File: src/rtl/nibble_serial_alu_pkg.sv
// rtl/nibble_serial_alu_pkg.sv - shared types and constants for the nibble-serial ALU
package nibble_serial_alu_pkg;

  localparam int NIBBLES = 8;

  typedef enum logic [2:0] {
    ADD   = 3'd0,
    AND   = 3'd1,
    OR    = 3'd2,
    XOR   = 3'd3,
    RSHFT = 3'd4
  } AluCmd;

  typedef struct packed {
    AluCmd cmd;
    logic  carry_in;
  } AluCtrl;

  // Shifts walk the word from the top nibble down so the carried bit lands in the next lower nibble.
  function automatic logic is_descending(input AluCmd c);
    return (c == RSHFT);
  endfunction

endpackage

File: src/rtl/nibble_serial_alu_alu.sv
// rtl/nibble_serial_alu_alu.sv - combinational 4-bit ALU slice with carry chaining
module alu
  import nibble_serial_alu_pkg::*;
(
  input  logic [3:0] d1,
  input  logic [3:0] d2,
  input  AluCtrl     ctrl,
  output logic [3:0] res,
  output logic       carry_out
);

  logic [4:0] sum;

  assign sum = {1'b0, d1} + {1'b0, d2} + {4'b0000, ctrl.carry_in};

  always_comb begin
    res       = 4'h0;
    carry_out = 1'b0;
    case (ctrl.cmd)
      ADD: begin
        res       = sum[3:0];
        carry_out = sum[4];
      end
      AND:   res = d1 & d2;
      OR:    res = d1 | d2;
      XOR:   res = d1 ^ d2;
      RSHFT: begin
        res       = {ctrl.carry_in, d2[3:1]};
        carry_out = d2[0];
      end
      default: begin
        res       = 4'h0;
        carry_out = 1'b0;
      end
    endcase
  end

endmodule

File: src/rtl/nibble_serial_alu_counter.sv
// rtl/nibble_serial_alu_counter.sv - 3-bit up/down nibble index with end-of-word flag
module nibble_counter
  import nibble_serial_alu_pkg::*;
(
  input  logic       clk,
  input  logic       rst_n,
  input  logic       en,
  input  logic       reverse,
  input  logic       load,
  output logic [2:0] idx,
  output logic       is_latest
);

  always_ff @(posedge clk or negedge rst_n) begin
    if (!rst_n) begin
      idx <= 3'd0;
    end else if (load) begin
      idx <= reverse ? 3'(NIBBLES - 1) : 3'd0;
    end else if (en) begin
      idx <= reverse ? idx - 3'd1 : idx + 3'd1;
    end
  end

  assign is_latest = reverse ? (idx == 3'd0) : (idx == 3'(NIBBLES - 1));

endmodule

File: src/rtl/nibble_serial_alu.sv
// rtl/nibble_serial_alu.sv - 32-bit ALU processing one nibble per clock
module nibble_serial_alu
  import nibble_serial_alu_pkg::*;
(
  input  logic        clk,
  input  logic        rst_n,
  input  logic        start,
  input  AluCmd       cmd,
  input  logic [31:0] word1,
  input  logic [31:0] word2,
  output logic        busy,
  output logic [31:0] result
);

  AluCmd       cmd_q;
  logic [31:0] word1_q;
  logic [31:0] word2_q;
  logic        carry_q;

  logic        accept;
  logic        reverse;
  logic [2:0]  idx;
  logic        is_latest;

  logic [3:0]  nib1 [NIBBLES];
  logic [3:0]  nib2 [NIBBLES];
  AluCtrl      ctrl;
  logic [3:0]  alu_res;
  logic        alu_carry;

  assign accept = start && !busy;

  // Direction must be known on the load edge, before cmd_q has captured the new command.
  assign reverse = accept ? is_descending(cmd) : is_descending(cmd_q);

  nibble_counter u_counter (
    .clk       (clk),
    .rst_n     (rst_n),
    .en        (busy),
    .reverse   (reverse),
    .load      (accept),
    .idx       (idx),
    .is_latest (is_latest)
  );

  always_comb begin
    for (int i = 0; i < NIBBLES; i++) begin
      nib1[i] = word1_q[i*4 +: 4];
      nib2[i] = word2_q[i*4 +: 4];
    end
  end

  assign ctrl.cmd      = cmd_q;
  assign ctrl.carry_in = carry_q;

  alu u_alu (
    .d1        (nib1[idx]),
    .d2        (nib2[idx]),
    .ctrl      (ctrl),
    .res       (alu_res),
    .carry_out (alu_carry)
  );

  always_ff @(posedge clk or negedge rst_n) begin
    if (!rst_n) begin
      busy    <= 1'b0;
      result  <= 32'h0;
      carry_q <= 1'b0;
      cmd_q   <= ADD;
      word1_q <= 32'h0;
      word2_q <= 32'h0;
    end else if (accept) begin
      busy    <= 1'b1;
      result  <= 32'h0;
      carry_q <= 1'b0;
      cmd_q   <= cmd;
      word1_q <= word1;
      word2_q <= word2;
    end else if (busy) begin
      for (int i = 0; i < NIBBLES; i++) begin
        if (idx == 3'(i)) begin
          result[i*4 +: 4] <= alu_res;
        end
      end
      carry_q <= alu_carry;
      if (is_latest) begin
        busy <= 1'b0;
      end
    end
  end

endmodule

File: config.mk
export PLATFORM = sky130hd
export DESIGN_NAME = nibble_serial_alu
export DESIGN_NICKNAME = d
export VERILOG_FILES = /design/src/rtl/nibble_serial_alu_pkg.sv /design/src/rtl/nibble_serial_alu_alu.sv /design/src/rtl/nibble_serial_alu_counter.sv /design/src/rtl/nibble_serial_alu.sv
export SDC_FILE = /design/constraint.sdc
export NUM_CORES = 1
export LEC_CHECK = 0
export ABC_AREA = 0
export BUFFER_PORTS_ARGS = -buffer_cell sky130_fd_sc_hd__buf_2
export CAP_MARGIN = 30
export CELL_PAD_IN_SITES_DETAIL_PLACEMENT = 2
export CELL_PAD_IN_SITES_GLOBAL_PLACEMENT = 2
export CORE_ASPECT_RATIO = 1.75
export CORE_MARGIN = 5
export CORE_UTILIZATION = 36
export DETAILED_ROUTE_END_ITERATION = 12
export PLACE_DENSITY = 0.92
export SYNTH_ARGS = -nofsm -noshare
export SYNTH_HDL_FRONTEND = slang
export SYNTH_SLANG_ARGS = --single-unit
File: constraint.sdc
create_clock -name clk -period 7.7 [get_ports clk]
set_input_delay 1.54 -clock clk [delete_from_list [all_inputs] [get_ports clk]]
set_output_delay 1.54 -clock clk [all_outputs]
set_load 0.02 [all_outputs]
* Word-level counts from Yosys, hierarchy flattened
Index checks and enable logic that the tools add are counted.
Storage, ports and cells: register bits 104, input bits 70, word-level logic and storage cells 85, output and inout port bits 33
Cells by class: mux-type cells 29, bitwise logic cells 4, equality and inequality tests 12, $lt $le $gt $ge 1, reductions and logical operators 21, add/sub/neg operators 4
Operators by type and width (number):
- 32-bit 2-to-1 mux | 2
- 4-bit 2-to-1 mux | 12
- 4-bit binary-select mux with 3-bit select | 2
- 4-bit one-hot mux with 5 select lines | 1
- 3-bit equality test, second input constant | 6
- 2-bit nonzero test | 9
- 2-bit AND reduction | 8
- 3-bit by 2-bit equality test with 1-bit output, second input constant | 4
- 3-bit 2-to-1 mux | 4
- 1-bit 2-to-1 mux | 7
- 3-bit by 1-bit equality test with 1-bit output, second input constant | 2
- 3-bit logical NOT | 2
- 4-bit by 4-bit adder with 5-bit output | 1
- 5-bit by 1-bit adder with 5-bit output | 1
- 4-bit AND | 1
- 4-bit greater-or-equal comparator, second input constant | 1
- 3-bit inverter with 4-bit output | 1
- 4-bit bitwise OR | 1
- 4-bit XOR | 1
- 3-bit by 1-bit adder with 3-bit output, second input constant | 1
- 3-bit by 1-bit subtractor with 3-bit output, second input constant | 1
- 1-bit one-hot mux with 2 select lines | 1
- 1-bit logical AND | 1
- 1-bit logical NOT | 1

* Depth between registers and ports, before layout
Gate-level depths: netlist of run 1.
word-level depth 10, gate-level depth with buffers 13, depth with buffers taken out 11

* Cells and area by module
From an unflattened synthesis of run 1, not the netlist that was laid out.
Unflattened totals: cells, all modules 411, area, all modules 5233.8 sq um
By module, submodules not included:
- nibble_serial_alu | instances 1, area an instance 4594.4 sq um, seq. area each 2527.4 sq um, cells an instance 332
- alu | instances 1, area an instance 435.4 sq um, seq. area each 0.0 sq um, cells an instance 56
- nibble_counter | instances 1, area an instance 203.9 sq um, seq. area each 75.1 sq um, cells an instance 23

* Least setup slack after synthesis of run 1
Ideal clock, no wire load.
kind flip-flop to flip-flop, from register u_counter.idx[0], to register result[10], cell stages (with the launch flop) 13, library setup time 0.128 ns, period minus slack after synthesis 3.461 ns, buffers on the path 2, path slack 4.239 ns, arrival time 3.332 ns, path through dfrtp_1 > buf_2 > buf_4 > mux4_2 > nand2_1 > and2_1 > inv_1 > fa_1 > fa_1 > xor2_1 > mux4_2 > a22oi_4 > o21ai_1
On the way: cells in the longest elaborated chain, start to end 10, elaborated cells on any way between the ends 19
RTL lines:
- from (decl) | line nibble_serial_alu_counter.sv:10 | output logic [2:0] idx,
- from (signal assigned) | line nibble_serial_alu_counter.sv:18 | idx <= reverse ? 3'(NIBBLES - 1) : 3'd0;
- from (signal assigned) | line nibble_serial_alu_counter.sv:20 | idx <= reverse ? idx - 3'd1 : idx + 3'd1;
- 3-bit inverter with 4-bit output (implied by the code) | line nibble_serial_alu.sv:57, nibble_serial_alu.sv:58
- 4-bit binary-select mux with 3-bit select, on equally long branches | line nibble_serial_alu.sv:57, nibble_serial_alu.sv:58
- 4-bit 2-to-1 mux, on equally long branches (2 in series) | line nibble_serial_alu.sv:57, nibble_serial_alu.sv:58
- 4-bit by 4-bit adder with 5-bit output | line nibble_serial_alu_alu.sv:14 | assign sum = {1'b0, d1} + {1'b0, d2} + {4'b0000, ctrl.carry_in};
- 5-bit by 1-bit adder with 5-bit output | line nibble_serial_alu_alu.sv:14
- 4-bit one-hot mux with 5 select lines | line nibble_serial_alu_alu.sv:19 | case (ctrl.cmd)
- 4-bit 2-to-1 mux | line nibble_serial_alu.sv:81 | if (idx == 3'(i)) begin
- 32-bit 2-to-1 mux | line nibble_serial_alu.sv:79 | end else if (busy) begin
- 32-bit 2-to-1 mux | line nibble_serial_alu.sv:72 | end else if (accept) begin
- to (signal, indexed assignment) | line nibble_serial_alu.sv:82 | result[i*4 +: 4] <= alu_res;
- to (decl) | line nibble_serial_alu.sv:12 | output logic [31:0] result
Parallel ways exist; a longest one is shown, timed or not. The select of a mux whose other input is x is not followed. A chain may end at the register's enable or synchronous reset.

* Final worst setup path of run 1
from register u_counter.idx[0], to register result[18]
Same word-level chain as after synthesis.

==> results of run 1 <==
-- state kept, by name, summed over array words and instances, names as in the netlist --
signal and count:
busy 1, word2_q 32, u_counter.idx 3, cmd_q 3, carry_q 1, word1_q 32
result 32
-- power breakdown --
group          internal, µW  switching, µW  total, µW  leakage (µW)
registers               788            237       1020       0.00131
logic                   597            877       1470       0.00168
clock network           249            212        461      0.000141
-- kinds of logic after synthesis --
kind of cell | after synthesis | share of synthesized area
simple gates | 274 | 0.221
flops | 104 | 0.521
compound gates | 56 | 0.0721
buf+inv | 44 | 0.0366
mux | 23 | 0.0987
fa+ha+maj | 17 | 0.0456
xor+xnor | 3 | 0.00526
-- how the worst max path moves through the flow --
stage | depth (start not counted) | to | start
floorplan | 12 | result[10]$_DFFE_PN0P_ | u_counter.idx[0]$_DFFE_PN0P_
global placement | 10 | result[6]$_DFFE_PN0P_ | u_counter.idx[0]$_DFFE_PN0P_
detailed placement | 10 | result[18]$_DFFE_PN0P_ | u_counter.idx[0]$_DFFE_PN0P_
CTS | 10 | result[18]$_DFFE_PN0P_ | u_counter.idx[0]$_DFFE_PN0P_
global route | 10 | result[18]$_DFFE_PN0P_ | u_counter.idx[0]$_DFFE_PN0P_
finish | 10 | result[18]$_DFFE_PN0P_ | u_counter.idx[0]$_DFFE_PN0P_
-- cells in the final DEF (no fill, tap or decap), drive strengths merged, types with 3 or more instances in the layout --
cell    count
nor2b       4
clkbuf      9
clkinv      4
nor2       16
a21o        3
xor2        3
a21oi      12
a22oi       3
mux2i       4
buf       107
and2        5
mux4       19
dfrtp     104
ha         15
o21ai      32
inv        16
nand2     216
nand3      27
-- critical path: stages, from the launching register on --
cell	delay, ns
dfrtp_1	0.64
buf_4	0.34
mux4_2	0.53
mux2i_1	0.31
inv_1	0.14
fa_1	0.45
fa_1	0.43
xor2_1	0.18
mux4_2	0.49
a22oi_4	0.33
o21ai_1	0.15
-- layout make-up --
| cell class | instances | area share |
|---|---|---|
| tap | 177 | 0.0371 |
| clock buffer | 9 | 0.0378 |
| timing repair buffer | 107 | 0.0957 |
| clock inverter | 6 | 0.0103 |
| sequential | 104 | 0.437 |
| multi-input combinational | 373 | 0.373 |
| inverter | 16 | 0.0101 |
-- layer usage --
layer	vias up	wire (µm)
met3	38	428
met2	87	9090
met1	2084	5790
met4	0	653
met5	-	0
li1	1883	-
-- stage by stage --
| step | worst slack [ns] | area [µm²] |
|---|---|---|
| 2_1_floorplan | 4.24 | 5000 |
| 3_3_place_gp | 3.79 | 5650 |
| 3_5_place_dp | 3.59 | 5680 |
| 4_1_cts | 3.53 | 5960 |
| 5_1_grt | 3.35 | 5960 |
| 6_report | 3.56 | 5960 |
==> flow_summary.json, run 1 <==
{
  "outcome": "finished, final reports clean",
  "r2r-start": "u_counter.idx[0]$_DFFE_PN0P_",
  "synth_area_leaders": "dfrtp_1 52%, nand2_1 16%, mux4_2 8.6%",
  "drc": 0,
  "areaGrowthSynthToFinish_pct": 19.3,
  "die_x_um": 99.1,
  "layout_min_cycle_time_ns": 4.14,
  "grt_use_met2": 0.391,
  "path_clk_slew_ns": 0.08,
  "firstDrtPassIters": 4,
  "cp.arrival_ns": 4.36,
  "cts.path.max_buffers": 2,
  "synthArstFlopShare": 1.00,
  "dp_cells": 777,
  "synth-seq-area-share": 0.521,
  "final_util": 0.433,
  "post_cts_resized": 0,
  "cp-end-kind": "flip-flop",
  "viasPerCell": 5.17,
  "antenna_cells": 0,
  "cts_tree": "yes",
  "busiest_layer": "met2",
  "core_um2": 13800,
  "vias": 4092,
  "yosys-top-cells-count": "216 x nand2_1, 104 x dfrtp_1, 27 x nand3_1",
  "max_freq_mhz": 241,
  "worst_r2r_endpoint": "result[18]$_DFFE_PN0P_",
  "synth_area_leader_cell": "dfrtp_1",
  "grt_pass1_vias": 4919,
  "worstPathRequired_ns": 7.92,
  "num-nets-final": 698,
  "use_met1": 0.213,
  "power_density_nw_per_um2": 497,
  "antenna_left": 0,
  "ff2ff_setup_slack_ns": 3.56,
  "grt_pass1_wl_mm": 26.2,
  "synth_warnings": 0,
  "antenna_found_initial": 0,
  "synth_seq_cells": 104,
  "grtUsageMet3": 0.0198,
  "rsz0062_at_grt": "false",
  "holdWs_ns": 0.479,
  "syn-cell-area_um2": 5000,
  "grt.overflow.total": 0,
  "period_share": 0.538,
  "ys_types": 36,
  "tns_ns": 0,
  "initial_utilization": 0.363,
  "min_path_cells": 2,
  "dp_hpwl_mm": 12.3,
  "min_from": "word1_q[30]$_DFFE_PN0P_",
  "vdd_drop_max_uv": 158,
  "timing_hold_violations_final": 0,
  "instances_no_fill": 792,
  "multi_input_area_um2": 2220,
  "synth_top_area_share": 0.521,
  "num_rows": 57,
  "worstSkewPairLatency_ns": 0.36,
  "synth_area_per_cell_um2": 9.59,
  "netlist_instances": 521,
  "clk_root_buffer_cell": "clkbuf_16",
  "criticalPathCategory": "flip-flop to flip-flop",
  "finClkSkew_ns": 0.0111,
  "yosysMostFrequentCell": "nand2_1",
  "reg2reg_depth": 10,
  "cts_buffers": 9,
  "track_usage": 0.204,
  "boundaryPins": 103,
  "fillerInstances": 1514,
  "ys.flop_type": "dfrtp_1",
  "slew_headroom": 0.376,
  "p_total_uw": 2960,
  "routedWlPerCell_um": 20.2,
  "dieHeight_um": 166,
  "postCtsSetupBuffers": 0,
  "wl_mm": 16.0,
  "hold_buffers": 0,
  "grt_max_degree": 70,
  "synth_edf_count": 0,
  "clkSinkCount": 104,
  "finalSetupViolations": 0,
  "maxCapViolations": 0,
  "worst_hold_path_type": "flip-flop to flip-flop",
  "cp_max_fo": 10,
  "worst-slew-pin-transition_ns": 0.936,
  "cts_max_level": 3,
  "hold_end": "word1_q[30]$_DFFE_PN0P_",
  "die-area_um2": 16400,
  "p_leak_uw": 0.00313,
  "final_max_slew_viol_count": 0,
  "place.gp.congestion": 0.837,
  "seq_area_um2": 2600,
  "drt_iter0_drc": 73,
  "io_buffers": 102,
  "cp-start-kind": "flip-flop",
  "drive_gt1_frac": 0.249,
  "syn-num-nets": 608
}
Note: power is estimated with default switching activity, not from simulation.
==> run 2: changes to the inputs <==
- CORE_UTILIZATION: 36 -> 34
- PLACE_DENSITY: 0.92 -> 0.88
- clock period: 7.7 -> 3.95 ns (I/O delays scaled with it)
==> run 2 against run 1 <==
Compared with the run above:
- clock-buffer cell count rose by 1
- non-clock buffer count rose by 2
- clock power rose by 91%
- critical path depth fell by 1
==> flow_summary.json, run 2 (synthesis gave the netlist of run 1 again) <==
{
  "p_leak_uw": 0.00315,
  "track_usage": 0.188,
  "num-nets-final": 700,
  "core_um2": 14400,
  "antenna_found_initial": 0,
  "ff2ff_setup_slack_ns": 0.25,
  "slew_headroom": 0.519,
  "drt_iter0_drc": 89,
  "drc": 0,
  "initial_utilization": 0.346,
  "grt_pass1_wl_mm": 24.6,
  "maxCapViolations": 0,
  "worst_hold_path_type": "input pin to asynchronous set/reset pin",
  "routedWlPerCell_um": 19.7,
  "dp_cells": 782,
  "cp.arrival_ns": 3.92,
  "boundaryPins": 103,
  "rsz0062_at_grt": "false",
  "postCtsSetupBuffers": 0,
  "cp-start-kind": "flip-flop",
  "grt.overflow.total": 0,
  "cp_max_fo": 8,
  "layout_min_cycle_time_ns": 3.70,
  "criticalPathCategory": "flip-flop to flip-flop",
  "fillerInstances": 1619,
  "vias": 4059,
  "wl_mm": 15.7,
  "vdd_drop_max_uv": 326,
  "period_share": 0.937,
  "cts_tree": "yes",
  "power_density_nw_per_um2": 962,
  "worstPathRequired_ns": 4.17,
  "die-area_um2": 17300,
  "grt_pass1_vias": 4749,
  "timing_hold_violations_final": 0,
  "firstDrtPassIters": 6,
  "die_x_um": 102,
  "path_clk_slew_ns": 0.07,
  "cts_max_level": 3,
  "worst-slew-pin-transition_ns": 0.722,
  "cts.path.max_buffers": 2,
  "num_rows": 58,
  "viasPerCell": 5.09,
  "dp_hpwl_mm": 12.0,
  "antenna_left": 0,
  "clkSinkCount": 104,
  "dieHeight_um": 170,
  "layout_commonest_cell": "nand2_1",
  "areaGrowthSynthToFinish_pct": 19.7,
  "final_max_slew_viol_count": 0,
  "reg.largest.list": "result x32, word1_q x32, word2_q x32",
  "place.gp.congestion": 0.823,
  "worstSkewPairLatency_ns": 0.36,
  "clk_root_buffer_cell": "clkbuf_16",
  "multi_input_area_um2": 2230,
  "cts_buffers": 9,
  "cp-end-kind": "flip-flop",
  "max_freq_mhz": 270,
  "antenna_cells": 0,
  "outcome": "finished, final reports clean",
  "grt_max_degree": 66,
  "tns_ns": 0,
  "finClkSkew_ns": 0.0121,
  "finalSetupViolations": 0,
  "drive_gt1_frac": 0.254,
  "layout_common_cells": "216 x nand2_1, 103 x dfrtp_1, 101 x buf_2, 27 x nand3_1, 20 x o21ai_1",
  "seq_area_um2": 2600,
  "io_buffers": 102,
  "instances_no_fill": 798,
  "hold_buffers": 0
}
-- run 2: timing repair --
action / CTS / global route
endpoints found under the hold margin: 0 / 0
gates resized for setup: 0 / 1
setup endpoints to repair: 0 / 6
-- run 2: worst max-delay path: stages (launching register included) --
cell and delay [ns]:
dfrtp_2 0.52, mux4_2 0.54, mux2i_1 0.31, inv_1 0.15, fa_1 0.47, fa_1 0.44
xor2_1 0.18, mux4_2 0.50, a22oi_4 0.31, o21ai_1 0.15
-- run 2: final cells by class --
class                      count  area share
tap                          180      0.0377
clock inverter                 6     0.00816
clock buffer                  10      0.0400
sequential                   104       0.435
inverter                      16      0.0100
timing repair buffer         109      0.0967
multi-input combinational    373       0.372
-- run 2: final timing paths --
path	end	startpoint	depth (start not counted)
worst min register to register	word1_q[4]$_DFFE_PN0P_	word1_q[4]$_DFFE_PN0P_	2
worst max-delay path	result[22]$_DFFE_PN0P_	u_counter.idx[0]$_DFFE_PN0P_	9
max in group asynchronous	u_counter.idx[0]$_DFFE_PN0P_	rst_n	2
worst min-delay path	result[24]$_DFFE_PN0P_	rst_n	1
worst max register to register	result[22]$_DFFE_PN0P_	u_counter.idx[0]$_DFFE_PN0P_	9
min in group clk	word1_q[4]$_DFFE_PN0P_	word1_q[4]$_DFFE_PN0P_	2
-- run 2: per-layer routing --
| layer | global-route usage | part of all wire | up-vias |
|---|---|---|---|
| met4 | 0.0793 | 0.034 | 0 |
| met3 | 0.0406 | 0.041 | 36 |
| met5 | 0 | 0 | - |
| met1 | 0.193 | 0.35 | 2023 |
| li1 | - | - | 1893 |
| met2 | 0.358 | 0.57 | 107 |
-- run 2: per-stage QoR --
step                cell area [µm²]  total power, µW   util  setup slack, ns  hold slack [ns]
floorplan                      5000             3900      -            0.489            0.440
CTS                            5980             5850  0.414           0.0991            0.486
global placement               5690             4580  0.394            0.408            0.455
detailed placement             5690             4900  0.394            0.191            0.470
global route                   5980             6160  0.414            0.112            0.508
finish                         5980             5750  0.414            0.249            0.480
-- run 2: power by group --
group,internal [µW],switching (µW)
sequential,1540,396
combinational,1180,1760
clock,453,426
total,3170,2580
